## config.mk

```make
export PLATFORM = sky130hd
export DESIGN_NAME = uart_frame_decoder
export DESIGN_NICKNAME = d
export VERILOG_FILES = /design/src/rtl/uart_frame_decoder.sv
export SDC_FILE = /design/constraint.sdc
export NUM_CORES = 1
export LEC_CHECK = 0
export ABC_AREA = 1
export BUFFER_PORTS_ARGS = -buffer_cell sky130_fd_sc_hd__buf_4
export CAP_MARGIN = 0
export CELL_PAD_IN_SITES_DETAIL_PLACEMENT = 0
export CELL_PAD_IN_SITES_GLOBAL_PLACEMENT = 1
export CORE_MARGIN = 5
export CORE_UTILIZATION = 40
export CTS_BUF_LIST = sky130_fd_sc_hd__clkbuf_2
export DETAILED_ROUTE_END_ITERATION = 12
export PLACE_DENSITY = 0.8
export SYNTH_ARGS = -nofsm -noshare
export SYNTH_HDL_FRONTEND = slang
export SYNTH_SLANG_ARGS = --single-unit
```

## constraint.sdc

```tcl
create_clock -name clk -period 5.25 [get_ports clk]
set_clock_uncertainty 0.1 [all_clocks]
set_input_delay 0.7875 -clock clk [delete_from_list [all_inputs] [get_ports clk]]
set_output_delay 0.7875 -clock clk [all_outputs]
set_load 0.05 [all_outputs]
```

## src/rtl/uart_frame_decoder.sv

```systemverilog
// Purpose: decodes UART byte frames AA,CMD,LEN,payload[LEN],CHK into a command/payload record.
// Latency: frame_valid/frame_error pulse one cycle after the deciding data_ready strobe (or timeout cycle).
// Backpressure: none; every data_ready strobe is consumed in the cycle it arrives.
//
// Ports:
//   clk          system clock, rising edge
//   reset        asynchronous active-high reset
//   data_ready   one-cycle strobe qualifying data_in
//   data_in      received byte
//   frame_valid  one-cycle pulse on an accepted frame
//   frame_error  one-cycle pulse on an aborted frame
//   err_type     abort cause (01 checksum, 10 length, 11 timeout), held between pulses
//   cmd_out      command byte of the last good frame
//   len_out      payload length of the last good frame
//   payload_out  payload of the last good frame, byte0 in [7:0], unused bytes zero
module uart_frame_decoder #(
    parameter int CLOCK_RATE    = 100_000_000,
    parameter int BAUDE_RATE    = 9600,
    parameter int TIMEOUT_BYTES = 4
) (
    input  logic        clk,
    input  logic        reset,
    input  logic        data_ready,
    input  logic [7:0]  data_in,
    output logic        frame_valid,
    output logic        frame_error,
    output logic [1:0]  err_type,
    output logic [7:0]  cmd_out,
    output logic [2:0]  len_out,
    output logic [31:0] payload_out
);

    // One byte-time on the wire is 10 bit-times (start + 8 data + stop).
    localparam int              LIMIT    = TIMEOUT_BYTES * 10 * (CLOCK_RATE / BAUDE_RATE);
    localparam int              TW       = $clog2(LIMIT) + 1;
    localparam logic [TW-1:0]   LIMIT_M1 = TW'(LIMIT - 1);

    typedef enum logic [2:0] {
        IDLE,
        GET_CMD,
        GET_LEN,
        GET_PAYLOAD,
        GET_CHK
    } state_t;

    state_t         r_state;
    logic [TW-1:0]  r_timer;
    logic [7:0]     r_sum;
    logic [1:0]     r_idx;
    logic [7:0]     r_cmd;
    logic [2:0]     r_len;
    logic [31:0]    r_pay;

    logic           w_expire;
    logic           w_last;

    // The timer holds the number of idle cycles already seen since the last
    // strobe; the cycle in which it would reach LIMIT is the limit cycle.
    // A strobe in that same cycle wins, so the expiry is masked by data_ready.
    assign w_expire = (r_state != IDLE) && !data_ready && (r_timer == LIMIT_M1);

    // Current payload byte is the LEN-th one.
    assign w_last   = (({1'b0, r_idx} + 3'd1) == r_len);

    always_ff @(posedge clk or posedge reset) begin
        if (reset) begin
            r_state     <= IDLE;
            r_timer     <= '0;
            r_sum       <= '0;
            r_idx       <= '0;
            r_cmd       <= '0;
            r_len       <= '0;
            r_pay       <= '0;
            frame_valid <= 1'b0;
            frame_error <= 1'b0;
            err_type    <= 2'b00;
            cmd_out     <= '0;
            len_out     <= '0;
            payload_out <= '0;
        end else begin
            frame_valid <= 1'b0;
            frame_error <= 1'b0;

            if (r_state == IDLE || data_ready || w_expire) begin
                r_timer <= '0;
            end else begin
                r_timer <= r_timer + TW'(1);
            end

            if (w_expire) begin
                frame_error <= 1'b1;
                err_type    <= 2'b11;
                r_state     <= IDLE;
            end else if (data_ready) begin
                unique case (r_state)
                    IDLE: begin
                        if (data_in == 8'hAA) begin
                            // Clearing the payload here gives zero-fill above LEN for free.
                            r_pay   <= '0;
                            r_sum   <= '0;
                            r_idx   <= '0;
                            r_state <= GET_CMD;
                        end
                    end
                    GET_CMD: begin
                        r_cmd   <= data_in;
                        r_sum   <= data_in;
                        r_state <= GET_LEN;
                    end
                    GET_LEN: begin
                        if (data_in > 8'd4) begin
                            frame_error <= 1'b1;
                            err_type    <= 2'b10;
                            r_state     <= IDLE;
                        end else begin
                            r_len   <= data_in[2:0];
                            r_sum   <= r_sum + data_in;
                            r_idx   <= '0;
                            r_state <= (data_in == 8'd0) ? GET_CHK : GET_PAYLOAD;
                        end
                    end
                    GET_PAYLOAD: begin
                        // A mid-frame 0xAA is plain payload; no resynchronisation.
                        r_pay[{r_idx, 3'b000} +: 8] <= data_in;
                        r_sum <= r_sum + data_in;
                        r_idx <= r_idx + 2'd1;
                        if (w_last) begin
                            r_state <= GET_CHK;
                        end
                    end
                    GET_CHK: begin
                        if (data_in == r_sum) begin
                            frame_valid <= 1'b1;
                            cmd_out     <= r_cmd;
                            len_out     <= r_len;
                            payload_out <= r_pay;
                        end else begin
                            frame_error <= 1'b1;
                            err_type    <= 2'b01;
                        end
                        r_state <= IDLE;
                    end
                    default: r_state <= IDLE;
                endcase
            end
        end
    end

endmodule

```

Yosys cells after proc, flatten, opt, wreduce, memory -nomap -nowiden
Cells that the tools add are included.
{"block": "totals", "ff_bits": 123, "word_cells": 89, "output_inout_bits": 47}
{"block": "classes", "addsub": 5, "n_bitwise": 2, "order_cmp": 1, "n_mux": 31, "shifts": 2, "n_reduce_logical": 21, "eq_ne": 14}
{"operator": "32-bit one-hot mux with 2 select lines", "count": 1}
{"operator": "32-bit bitwise mux", "count": 1}
{"operator": "32-bit 2-to-1 mux", "count": 1}
{"operator": "8-bit one-hot mux with 4 select lines", "count": 1}
{"operator": "8-bit by 7-bit variable shift with 32-bit output, first input constant", "count": 1}
{"operator": "8-bit by 7-bit variable part select with 32-bit output", "count": 1}
{"operator": "20-bit by 1-bit adder with 20-bit output, second input constant", "count": 1}
{"operator": "20-bit by 19-bit equality test with 1-bit output, second input constant", "count": 1}
{"operator": "20-bit 2-to-1 mux", "count": 1}
{"operator": "3-bit 2-to-1 mux", "count": 6}
{"operator": "8-bit 2-to-1 mux", "count": 2}
{"operator": "4-bit AND reduction", "count": 4}
{"operator": "2-bit 2-to-1 mux", "count": 6}
{"operator": "3-bit one-hot mux with 4 select lines", "count": 1}
{"operator": "5-bit AND reduction", "count": 2}
{"operator": "3-bit != test, second input constant", "count": 3}
{"operator": "3-bit nonzero test", "count": 3}
{"operator": "8-bit adder", "count": 1}
{"operator": "8-bit equality test", "count": 1}
{"operator": "8-bit equality test, second input constant", "count": 1}
{"operator": "8-bit by 3-bit > comparator with 1-bit output, second input constant", "count": 1}
{"operator": "8-bit zero test", "count": 1}
{"operator": "1-bit 2-to-1 mux", "count": 8}
{"operator": "5-bit negation with 7-bit output", "count": 1}
{"operator": "20 further kinds", "count": 26}

Longest topological paths before layout
Gate-level depths: netlist (run 1).
{"block": "depth", "ltp_word": 6, "mapped_depth": 11, "ltp_nobuf": 11}

Least setup slack after synthesis (run 1)
No wires, ideal clock.
{"block": "synth_path", "path_type": "flip-flop to flip-flop", "from": "reg r_idx[0]", "to": "reg r_pay[0]", "period_less_slack_ps": 2315, "path_stages_with_launch": 9, "path_slack_ps": 2935, "setup_time_ps": 75, "arrival_time_ps": 2140, "required_time_ps": 5075, "path_buffers": 1, "cell_sequence": "dfrtp_1 -> clkbuf_1 -> inv_1 -> ha_1 -> inv_1 -> nand2_1 -> nor3_1 -> nand3_1 -> o21ai_2"}
{"block": "synth_via", "elab_chain_cells": 4, "word_cells_on_any_way": 5}
{"element": "start, declared", "line_no": "49", "text": "logic [1:0] r_idx;"}
{"element": "start signal, assigned", "line_no": "126", "text": "r_idx <= r_idx + 2'd1;"}
{"element": "5-bit negation with 7-bit output (*)", "line_no": "124", "text": "r_pay[{r_idx, 3'b000} +: 8] <= data_in;"}
{"element": "8-bit by 7-bit variable part select with 32-bit output or 8-bit by 7-bit variable shift with 32-bit output (tied branches)", "line_no": "124"}
{"element": "32-bit bitwise mux (*)", "line_no": "124"}
{"element": "32-bit one-hot mux with 2 select lines (*)", "line_no": "95", "text": "unique case (r_state)"}
{"element": "end signal, assigned by index", "line_no": "124"}
{"element": "end, declared", "line_no": "52", "text": "logic [31:0] r_pay;"}
Every way passes the cells marked *; elsewhere a longest branch is shown, timed or not.
A chain may end at the register's enable or synchronous reset.

Final worst setup path (run 1)
{"block": "layout_path", "from": "reg r_idx[0]", "to": "reg r_pay[2]"}
Same word-level chain as after synthesis.

==> qor.csv, run 1 <==
metric,value,unit
CP dominant cell by count,inv_1,
Post-CTS Setup Inserts,0,
number of global-route vias before repair,4946,
global route total overflow,0,
sequential share of the synthesized area,48.8,%
ys async rst share,100,%
most frequent cells after synthesis,"nand2_1, dfrtp_1, nor2_1",
Critical Path Sink Type,flip-flop,
met3 WL,818,µm
IO Count,58,
Detailed Place HPWL,10900,µm
predominant post-synthesis flop cell,dfrtp_1,
largest net degree at the start of global routing,45,
Vias per Instance,4.72,
CTS tree,yes,
"slowest stage delay, CP",690,ps
layout cells sized above 1,16.7,%
critical path's slowest cell,dfrtp_1,
WL met2,6720,µm
Initial Util,40.3,%
die width,136,µm
Pwr Density,376,nW/µm²
YS warnings,0,
Num CTS Buffers,17,
worst path required time,5760,ps
fmax,342,MHz
Hold Path Class,in2reg,
die height,136,µm
per-cell routed wire length,14.0,µm
status,"complete, no violations",
Slew Limit Fails,0,
Yosys cell types,37,
final net count,877,
synthesized cell area,6310,µm²
top routing layer used,met4,
drt total wl,15100,µm
crit path cell chain,"inv_1, ha_1, inv_1, nand2_1, nor3_1, nand3_1, o21ai_2",
Post-synth EDFFs,0,
final hold vios,0,
synthesized flop and latch total,123,
die area,18400,µm²
CTS Root Cell,clkbuf_2,
reg-to-reg startpoint,r_idx[0]$_DFFE_PP0P_,
Area growth syn-to-layout,13.2,%
Total Routing Usage GR,17.3,%
H-tree depth,4,
Worst Reg-to-Reg Cells,7,
top-count cell post-synth,nand2_1,
Vias,5094,
DR pass1 iterations,4,
clk buf depth,2,
Starting DRT DRC Count,305,
I/O Buffers,57,
Clock transition at path regs,180,ps
syn_nets,817,
CP Class,reg2reg,
largest area contributor in the netlist,dfrtp_1,
crit path time final,2930,ps
worst slew pin tran,848,ps
final std cells w/o fill,1080,
Yosys top cell area share,48.8,%
MaxCap Viol Count,0,
Worst Path Max Fanout,13,
Post-Route Setup TNS,0,ps
main area contributors after synthesis,"dfrtp_1, nand2_1, nand3_1, o21ai_2, nor2_1",
Core ar.,15700,µm²
Hold Path Cell Cnt,3,
Placed Instances,1047,
Placer Congestion,0.857,
first-pass GRT wire length,25100,µm
syn avg cell area,7.98,µm²
CP Data Arrival Time,3440,ps
remaining antenna violation count,0,
row count,46,
Max-slew headroom,43.0,%
CP startpoint,r_idx[0]$_DFFE_PP0P_,
Peak VDD IR,0.000197,V
"Setup violations, final",0,
post-layout util,45.6,%
Leak,0.00360,µW
DRC Markers,0,
Post-Syn Instances,791,
met1 wire length,7450,µm
clk_lat worst skew,690,ps
Startpoint Class,flip-flop,
RSZ-0062 raised after global routing,false,
Fill cells,1655,
Clock Sinks,123,
HP Start,data_in[2],
antenna violations before repair,1,
period utilisation layout,55.8,%
-- critical path: cells and delay by family, from the launching register on --
kind | cells | cell delay (ps)
AND/OR/NAND/NOR | 3 | 1050
adder cells (fa/ha/maj) | 1 | 440
AO/OA/AOI/OAI | 1 | 210
flip-flops | 1 | 690
buffers and inverters | 2 | 390
-- sequential cells by signal, summed over array words and instances, names as in the netlist, 2 cells and up --
register / count
cmd_out: 8
err_type: 2
len_out: 3
payload_out: 32
r_cmd: 8
r_idx: 2
r_len: 3
r_pay: 32
r_state: 3
r_sum: 8
r_timer: 20
-- cell families after synthesis --
| kind of cell | share of synthesized area (%) |
|---|---|
| compound gates | 7.75 |
| xor+xnor | 1.67 |
| fa+ha+maj | 3.09 |
| buf+inv | 6.43 |
| flops | 48.8 |
| simple gates | 32.3 |
-- stage by stage --
| step | power [µW] | cell area [µm²] | setup slack (ps) | hold WS (ps) |
|---|---|---|---|---|
| final | 2680 | 7140 | 2320 | 318 |
| after global routing | 2890 | 7140 | 2190 | 227 |
| after CTS | 2710 | 7140 | 2340 | 236 |
| after detailed placement | 2100 | 6900 | 2200 | 359 |
| after global placement | 2110 | 6900 | 2240 | 351 |
| after floorplan | 1900 | 6310 | 1090 | 342 |
-- per-layer routing --
metal	track usage, %	up-vias
met3	4.79	10
met1	24.6	2323
met2	26.1	113
li1	-	2648
met5	0	-
met4	4.93	0
-- area by class of cell --
class                      count  area [µm²]  share of cell area (%)
clock inverter                11         129                    1.80
antenna                        2        5.00                  0.0701
timing repair buffer          61         460                    6.45
sequential                   123        3080                    43.1
tap                          216         270                    3.78
inverter                      73         278                    3.89
clock buffer                  19        95.1                    1.33
multi-input combinational    575        2830                    39.6
-- cell usage in the layout (no fill, tap or decap), drive strengths merged, types with 7 or more instances in the layout --
| master | n |
|---|---|
| nand4 | 9 |
| ha | 14 |
| clkbuf | 19 |
| nor3 | 19 |
| buf | 60 |
| o21ai | 50 |
| xor2 | 8 |
| a21oi | 9 |
| clkinv | 9 |
| dfrtp | 123 |
| nor2 | 79 |
| inv | 72 |
| nand2 | 301 |
| nand3 | 64 |
| o22ai | 7 |
-- timing repair --
| action | in CTS | in global routing |
|---|---|---|
| resized for setup | 0 | 0 |
| hold buffers | 1 | 0 |
| endpoints found under the hold margin | 40 | 0 |
-- worst paths after layout --
path	endpoint	slack, ps
setup / recovery	r_pay[2]$_DFFE_PP0P_	2320
hold reg to reg	payload_out[11]$_DFFE_PP0P_	350
min in group asynchronous	r_len[2]$_DFFE_PP0P_	570
setup reg to reg	r_pay[2]$_DFFE_PP0P_	2320
hold / removal	r_cmd[2]$_DFFE_PP0P_	320
max in group asynchronous	r_pay[10]$_DFFE_PP0P_	3490
-- power by group --
group | switching (µW) | internal, µW | total, µW
sequential | 100 | 1060 | 1160
combinational | 659 | 271 | 929
clock | 341 | 257 | 598
Power figures use the tool's default switching activity.
==> run 2: changes to the inputs <==
--- a/config.mk
+++ b/config.mk
@@ -14,7 +14,7 @@
 export CORE_UTILIZATION = 40
 export CTS_BUF_LIST = sky130_fd_sc_hd__clkbuf_2
 export DETAILED_ROUTE_END_ITERATION = 12
-export PLACE_DENSITY = 0.8
+export PLACE_DENSITY = 0.83
 export SYNTH_ARGS = -nofsm -noshare
 export SYNTH_HDL_FRONTEND = slang
 export SYNTH_SLANG_ARGS = --single-unit
==> constraint.sdc (replaced) <==
create_clock -name clk -period 2.4 [get_ports clk]
set_clock_uncertainty 0.1 [all_clocks]
set_input_delay 0.36 -clock clk [delete_from_list [all_inputs] [get_ports clk]]
set_output_delay 0.36 -clock clk [all_outputs]
set_load 0.05 [all_outputs]
==> run 2 against run 1 <==
Compared with the run above: register-to-register slack lost 2000 ps; sequential share of layout area shrank 1.0 points; routed wire length shrank 1.9%; flip-flop and latch count is the same; combinational power grew 130%; via count grew 2.4%; utilization grew 1.1 points; total power grew 120%; clock-buffer cell count shrank 2; non-clock buffer count grew 18; clock power grew 110%.
==> qor.csv, run 2 (same netlist as run 1, synthesis figures left out) <==
metric,value,unit,change
worst r2r dst,r_timer[13]$_DFF_PP0_,,was r_pay[2]$_DFFE_PP0P_
first-pass GRT wire length,25000,µm,was 25100 µm
Core ar.,15700,µm²,unchanged
status,"complete, no violations",,unchanged
I/O Buffers,57,,unchanged
Pwr Density,807,nW/µm²,was 376 nW/µm²
CP Data Arrival Time,2470,ps,was 3440 ps
Peak VDD IR,0.000391,V,was 0.000197 V
R2R setup slack,370,ps,was 2320 ps
pre-CTS setup slack,242,ps,was 2200 ps
H-tree depth,4,,unchanged
die area,18400,µm²,unchanged
per-cell routed wire length,13.5,µm,was 14.0 µm
worst path required time,2840,ps,was 5760 ps
"most common cell after layout, fill and taps aside",nand2_1,,unchanged
clk buf depth,2,,unchanged
post_cts resized,0,,unchanged
final net count,895,,was 877
RSZ-0062 raised after global routing,false,,unchanged
Post-Route Setup TNS,0,ps,unchanged
Critical Path Sink Type,flip-flop,,unchanged
Vias per Instance,4.75,,was 4.72
Regs by FF count,"payload_out (32), r_pay (32), r_timer (20)",,unchanged
"commonest non-fill, non-tap cells in the layout","nand2_1, dfrtp_1, nor2_1",,unchanged
MaxCap Viol Count,0,,unchanged
Num CTS Buffers,17,,unchanged
Total Routing Usage GR,17.1,%,was 17.3%
global route total overflow,0,,unchanged
DR pass1 iterations,7,,was 4
critical path's slowest cell,dfrtp_1,,unchanged
crit path cell chain,"ha_1, nand2_1, nor2_2, inv_1, nor2_1, nand2_1, nand2_2, nor2_1",,"was inv_1, ha_1, inv_1, nand2_1, nor3_1, nand3_1, o21ai_2"
die width,136,µm,unchanged
Fill cells,1625,,was 1655
"CP delay by family, top",simple AND/OR/NAND/NOR gates,,unchanged
Area growth syn-to-layout,15.9,%,was 13.2%
antenna violations before repair,1,,unchanged
period utilisation layout,84.7,%,was 55.8%
worst setup margin,368,ps,was 2320 ps
WP buf/inv,1,,was 2
number of global-route vias before repair,5021,,was 4946
remaining antenna violation count,0,,unchanged
reg-to-reg startpoint,r_timer[0]$_DFF_PP0_,,was r_idx[0]$_DFFE_PP0P_
drt total wl,14800,µm,was 15100 µm
Startpoint Class,flip-flop,,unchanged
Slew Limit Fails,0,,unchanged
CP Class,reg2reg,,unchanged
Starting DRT DRC Count,330,,was 305
Worst Reg-to-Reg Cells,8,,was 7
Worst Path Max Fanout,19,,was 13
final hold vios,0,,unchanged
Final Power,5910,µW,was 2680 µW
Initial Util,40.3,%,unchanged
Hold Path Class,in2async,,was in2reg
Clock transition at path regs,180,ps,about the same
Detailed Place HPWL,10600,µm,was 10900 µm
fmax,492,MHz,was 342 MHz
DRC Markers,0,,unchanged
"slowest stage delay, CP",540,ps,was 690 ps
clk_lat worst skew,670,ps,was 690 ps
IO Count,58,,unchanged
Placer Congestion,0.846,,was 0.857
Leak,0.00367,µW,was 0.00360 µW
CTS tree,yes,,unchanged
Vias,5216,,was 5094
die height,136,µm,unchanged
worst slew pin tran,640,ps,was 848 ps
crit path time final,2030,ps,was 2930 ps
Max-slew headroom,57.3,%,was 43.0%
"Setup violations, final",0,,unchanged
largest net degree at the start of global routing,124,,was 45
row count,46,,unchanged
Clock Sinks,123,,unchanged
CTS Root Cell,clkbuf_2,,unchanged
layout cells sized above 1,17.7,%,was 16.7%
[run 2: changes by cell type in the layout (fill, tap and decap cells not counted)]
cell | before | now
buf_12 | 0 | 2
bufinv_16 | 3 | 2
clkbuf_2 | 19 | 17
clkinv_2 | 4 | 6
clkinvlp_4 | 0 | 5
dlygate4sd3_1 | 1 | 10
clkinv_1 | 4 | 2
diode_2 | 2 | 1
inv_4 | 1 | 0
buf_4 | 60 | 67
[run 2: per-layer routing]
metal	GRT usage, %	up-vias	share of wire, %
li1	-	2677	-
met1	24.3	2416	49
met2	26.1	109	45
met3	3.71	14	4.4
met4	5.99	0	1.3
met5	0	-	0
[run 2: how the worst max path moves through the flow]
stage / start / to / slack, ps / cells past startpoint
after floorplan: r_idx[0]$_DFFE_PP0P_ / r_pay[0]$_DFFE_PP0P_ / 90 / 8
after global placement: data_in[2] / payload_out[22]$_DFFE_PP0P_ / 230 / 9
after detailed placement: data_in[2] / payload_out[15]$_DFFE_PP0P_ / 240 / 9
after CTS: r_sum[2]$_DFFE_PP0P_ / payload_out[7]$_DFFE_PP0P_ / 360 / 8
after global routing: r_timer[0]$_DFF_PP0_ / r_timer[12]$_DFF_PP0_ / 160 / 8
final: r_timer[0]$_DFF_PP0_ / r_timer[13]$_DFF_PP0_ / 370 / 8
[run 2: where the power goes]
part | internal (µW) | switching [µW]
registers | 2310 | 188
clock network | 453 | 786
logic | 677 | 1490
total | 3440 | 2460
[run 2: repair_timing]
item | CTS | global route
hold buffers | 10 | 0
hold endpoints to repair | 175 | 0
setup buffers | 0 | 0
[run 2: tightest hold or removal path: cells and delay by family]
family	cells	cell delay, ps
buffers and inverters	4	1230
[run 2: per-stage QoR]
stage	util [%]	instances	cell area (µm²)	hold WS (ps)
floorplan	-	791	6310	342
global placement	44.7	1056	7000	358
detailed placement	44.7	1056	7000	357
CTS	46.7	1097	7310	269
global route	46.7	1098	7310	303
finish	46.7	1098	7310	327
[run 2: area by class of cell]
type	count	area [µm²]	area share, %
inverters	73	279	3.81
clock buffers	17	85.1	1.16
well taps	216	270	3.69
multi-input cells	575	2830	38.6
clock inverters	14	131	1.80
repair buffers	79	643	8.79
flip-flops and latches	123	3080	42.1
diodes	1	2.50	0.0342
==> run 3: changes to the inputs <==
--- a/config.mk
+++ b/config.mk
@@ -14,7 +14,7 @@
 export CORE_UTILIZATION = 40
 export CTS_BUF_LIST = sky130_fd_sc_hd__clkbuf_2
 export DETAILED_ROUTE_END_ITERATION = 12
-export PLACE_DENSITY = 0.83
+export PLACE_DENSITY = 0.8
 export SYNTH_ARGS = -nofsm -noshare
 export SYNTH_HDL_FRONTEND = slang
 export SYNTH_SLANG_ARGS = --single-unit
==> constraint.sdc (replaced) <==
create_clock -name clk -period 2.1 [get_ports clk]
set_clock_uncertainty 0.1 [all_clocks]
set_input_delay 0.315 -clock clk [delete_from_list [all_inputs] [get_ports clk]]
set_output_delay 0.315 -clock clk [all_outputs]
set_load 0.05 [all_outputs]
==> run 3 against run 2 <==
Compared with the run above: sequential power is 13% higher; worst hold slack lost 250 ps; clock power is 48% higher; critical endpoint is now payload_out[2]$_DFFE_PP0P_; final cell count increased by 1.7%; critical path depth increased by 3; sequential share of layout area decreased by 1.5 points; utilization increased by 1.7 points; design area is 3.7% higher; combinational power increased by 21%; worst setup slack got worse by 190 ps; highest routed layer unchanged; largest cell class unchanged; global-route usage is 0.094 points higher.
==> qor.csv, run 3 (same netlist as run 1, synthesis figures left out) <==
metric,value,unit,change
clk buf depth,2,,unchanged
RSZ-0062 raised after global routing,false,,unchanged
Clock Sinks,123,,unchanged
post_cts resized,0,,unchanged
Sw Share,39.1,%,was 41.7%
I/O Buffers,57,,unchanged
internal power,4440,µW,was 3440 µW
Starting DRT DRC Count,341,,was 330
Startpoint Class,flip-flop,,unchanged
Hold Path Class,in2async,,unchanged
number of global-route vias before repair,4980,,was 5021
Slew Limit Fails,0,,unchanged
DRC Markers,0,,unchanged
Core ar.,15700,µm²,unchanged
Clock transition at path regs,190,ps,was 180 ps
"Setup violations, final",0,,unchanged
final hold vios,0,,unchanged
Area growth syn-to-layout,20.2,%,was 15.9%
period utilisation layout,91.7,%,was 84.7%
per-cell routed wire length,13.8,µm,was 13.5 µm
Pwr Density,961,nW/µm²,was 807 nW/µm²
Initial Util,40.3,%,unchanged
Num CTS Buffers,17,,unchanged
"commonest non-fill, non-tap cells in the layout","nand2_1, dfrtp_1, buf_4",,"was nand2_1, dfrtp_1, nor2_1"
row count,46,,unchanged
drt total wl,15400,µm,was 14800 µm
Total Routing Usage GR,17.2,%,was 17.1%
H-tree depth,4,,unchanged
remaining antenna violation count,0,,unchanged
crit path cell chain,"ha_1, inv_1, nand2_1, nor2_1, nand3_1, nor2_1, nand2_2, clkinv_2, buf_12, nand2_1, nand2_1",,"was ha_1, nand2_1, nor2_2, inv_1, nor2_1, nand2_1, nand2_2, nor2_1"
Critical Path Sink Type,flip-flop,,unchanged
CP Data Arrival Time,2480,ps,was 2470 ps
IO Count,58,,unchanged
Peak VDD IR,0.000455,V,was 0.000391 V
Placer Congestion,0.854,,was 0.846
fmax,520,MHz,was 492 MHz
critical path's slowest cell,dfrtp_1,,unchanged
worst slew pin tran,493,ps,was 640 ps
clk_lat worst skew,720,ps,was 670 ps
layout cells sized above 1,19.4,%,was 17.7%
final hold slack,74.2,ps,was 327 ps
die width,136,µm,unchanged
DR pass1 iterations,5,,was 7
Regs by FF count,"payload_out (32), r_pay (32), r_timer (20)",,unchanged
Fill cells,1599,,was 1625
Post-Route Setup TNS,0,ps,unchanged
reg-to-reg startpoint,r_sum[4]$_DFFE_PP0P_,,was r_timer[0]$_DFF_PP0_
clock network fraction of design power,25.1,%,was 21.0%
antenna violations before repair,1,,unchanged
die height,136,µm,unchanged
MaxCap Viol Count,0,,unchanged
CTS tree,yes,,unchanged
worst path required time,2660,ps,was 2840 ps
FF/Latch Area,3080,µm²,unchanged
CP dominant cell by count,nand2_1,,
CTS Root Cell,clkbuf_2,,unchanged
status,"complete, no violations",,unchanged
global route total overflow,0,,unchanged
final net count,913,,was 895
area of the multi-input gates,2830,µm²,about the same
Vias per Instance,4.70,,was 4.75
Leak,0.00382,µW,was 0.00367 µW
"most common cell after layout, fill and taps aside",nand2_1,,unchanged
CP startpoint,r_sum[4]$_DFFE_PP0P_,,was r_timer[0]$_DFF_PP0_
Net Switching,2850,µW,was 2460 µW
Detailed Place HPWL,11000,µm,was 10600 µm
Max-slew headroom,67.1,%,was 57.3%
CP Class,reg2reg,,unchanged
Vias,5251,,was 5216
sequential share of power,38.9,%,was 42.3%
"slowest stage delay, CP",430,ps,was 540 ps
die area,18400,µm²,unchanged
first-pass GRT wire length,25300,µm,was 25000 µm
largest net degree at the start of global routing,44,,was 124
crit path time final,1920,ps,was 2030 ps
Worst Path Max Fanout,18,,was 19
logic gate share of total power,36.0,%,was 36.7%
run 3: path summary, 6_finish.rpt:
kind / end / slack, ps / cells after the start
max in group asynchronous: r_cmd[6]$_DFFE_PP0P_ / 1200 / 4
max: payload_out[2]$_DFFE_PP0P_ / 180 / 11
min reg2reg: payload_out[28]$_DFFE_PP0P_ / 400 / 2
min: r_timer[9]$_DFF_PP0_ / 70 / 3
min in group clk: r_pay[18]$_DFFE_PP0P_ / 350 / 4
max reg2reg: payload_out[2]$_DFFE_PP0P_ / 180 / 11
run 3: routing by layer:
metal  global-route usage, %  routed length, µm  vias up
li1                        -                  -     2715
met1                    25.3               7850     2405
met2                    25.3               6640      111
met3                    4.05                699       20
met4                    5.38                240        0
met5                       0                  0        -
run 3: what timing repair did:
action / CTS / global route
hold buffers: 10 / 0
hold endpoints to repair: 180 / 0
setup buffers: 0 / 1
endpoints found under the setup margin: 0 / 6
run 3: worst max-delay path: cells and delay by family, from the launching register on:
| kind | cells | cell delay (ps) |
|---|---|---|
| flops | 1 | 430 |
| buf+inv | 3 | 370 |
| simple gates | 7 | 650 |
| fa+ha+maj | 1 | 320 |
run 3: cell type report:
class                           count  share of cell area, %
Clock buffer                       19                   1.25
Sequential cell                   123                   40.6
Timing Repair Buffer               97                   11.0
Inverter                           73                   3.68
Clock inverter                     13                   2.61
Tap cell                          216                   3.56
Multi-Input combinational cell    575                   37.3
Antenna cell                        1                 0.0330
run 3: power by group through the flow:
stage / clock, µW / combinational, µW / sequential, µW
final: 1830 / 2620 / 2830
after global routing: 1980 / 2970 / 2870
after CTS: 1880 / 2620 / 2830
after detailed placement: 0 / 2600 / 2880
after global placement: 0 / 2590 / 2880
after floorplan: 0 / 1840 / 2930
run 3: metrics by stage:
stage	setup slack (ps)	instance area [µm²]	total power (µW)	cells	utilization, %
after floorplan	76.9	6320	4770	791	-
after global placement	152	7160	5470	1072	45.7
after detailed placement	119	7160	5480	1072	45.7
after CTS	155	7550	7340	1114	48.2
after global routing	3.63	7590	7820	1117	48.5
final	175	7590	7290	1117	48.5
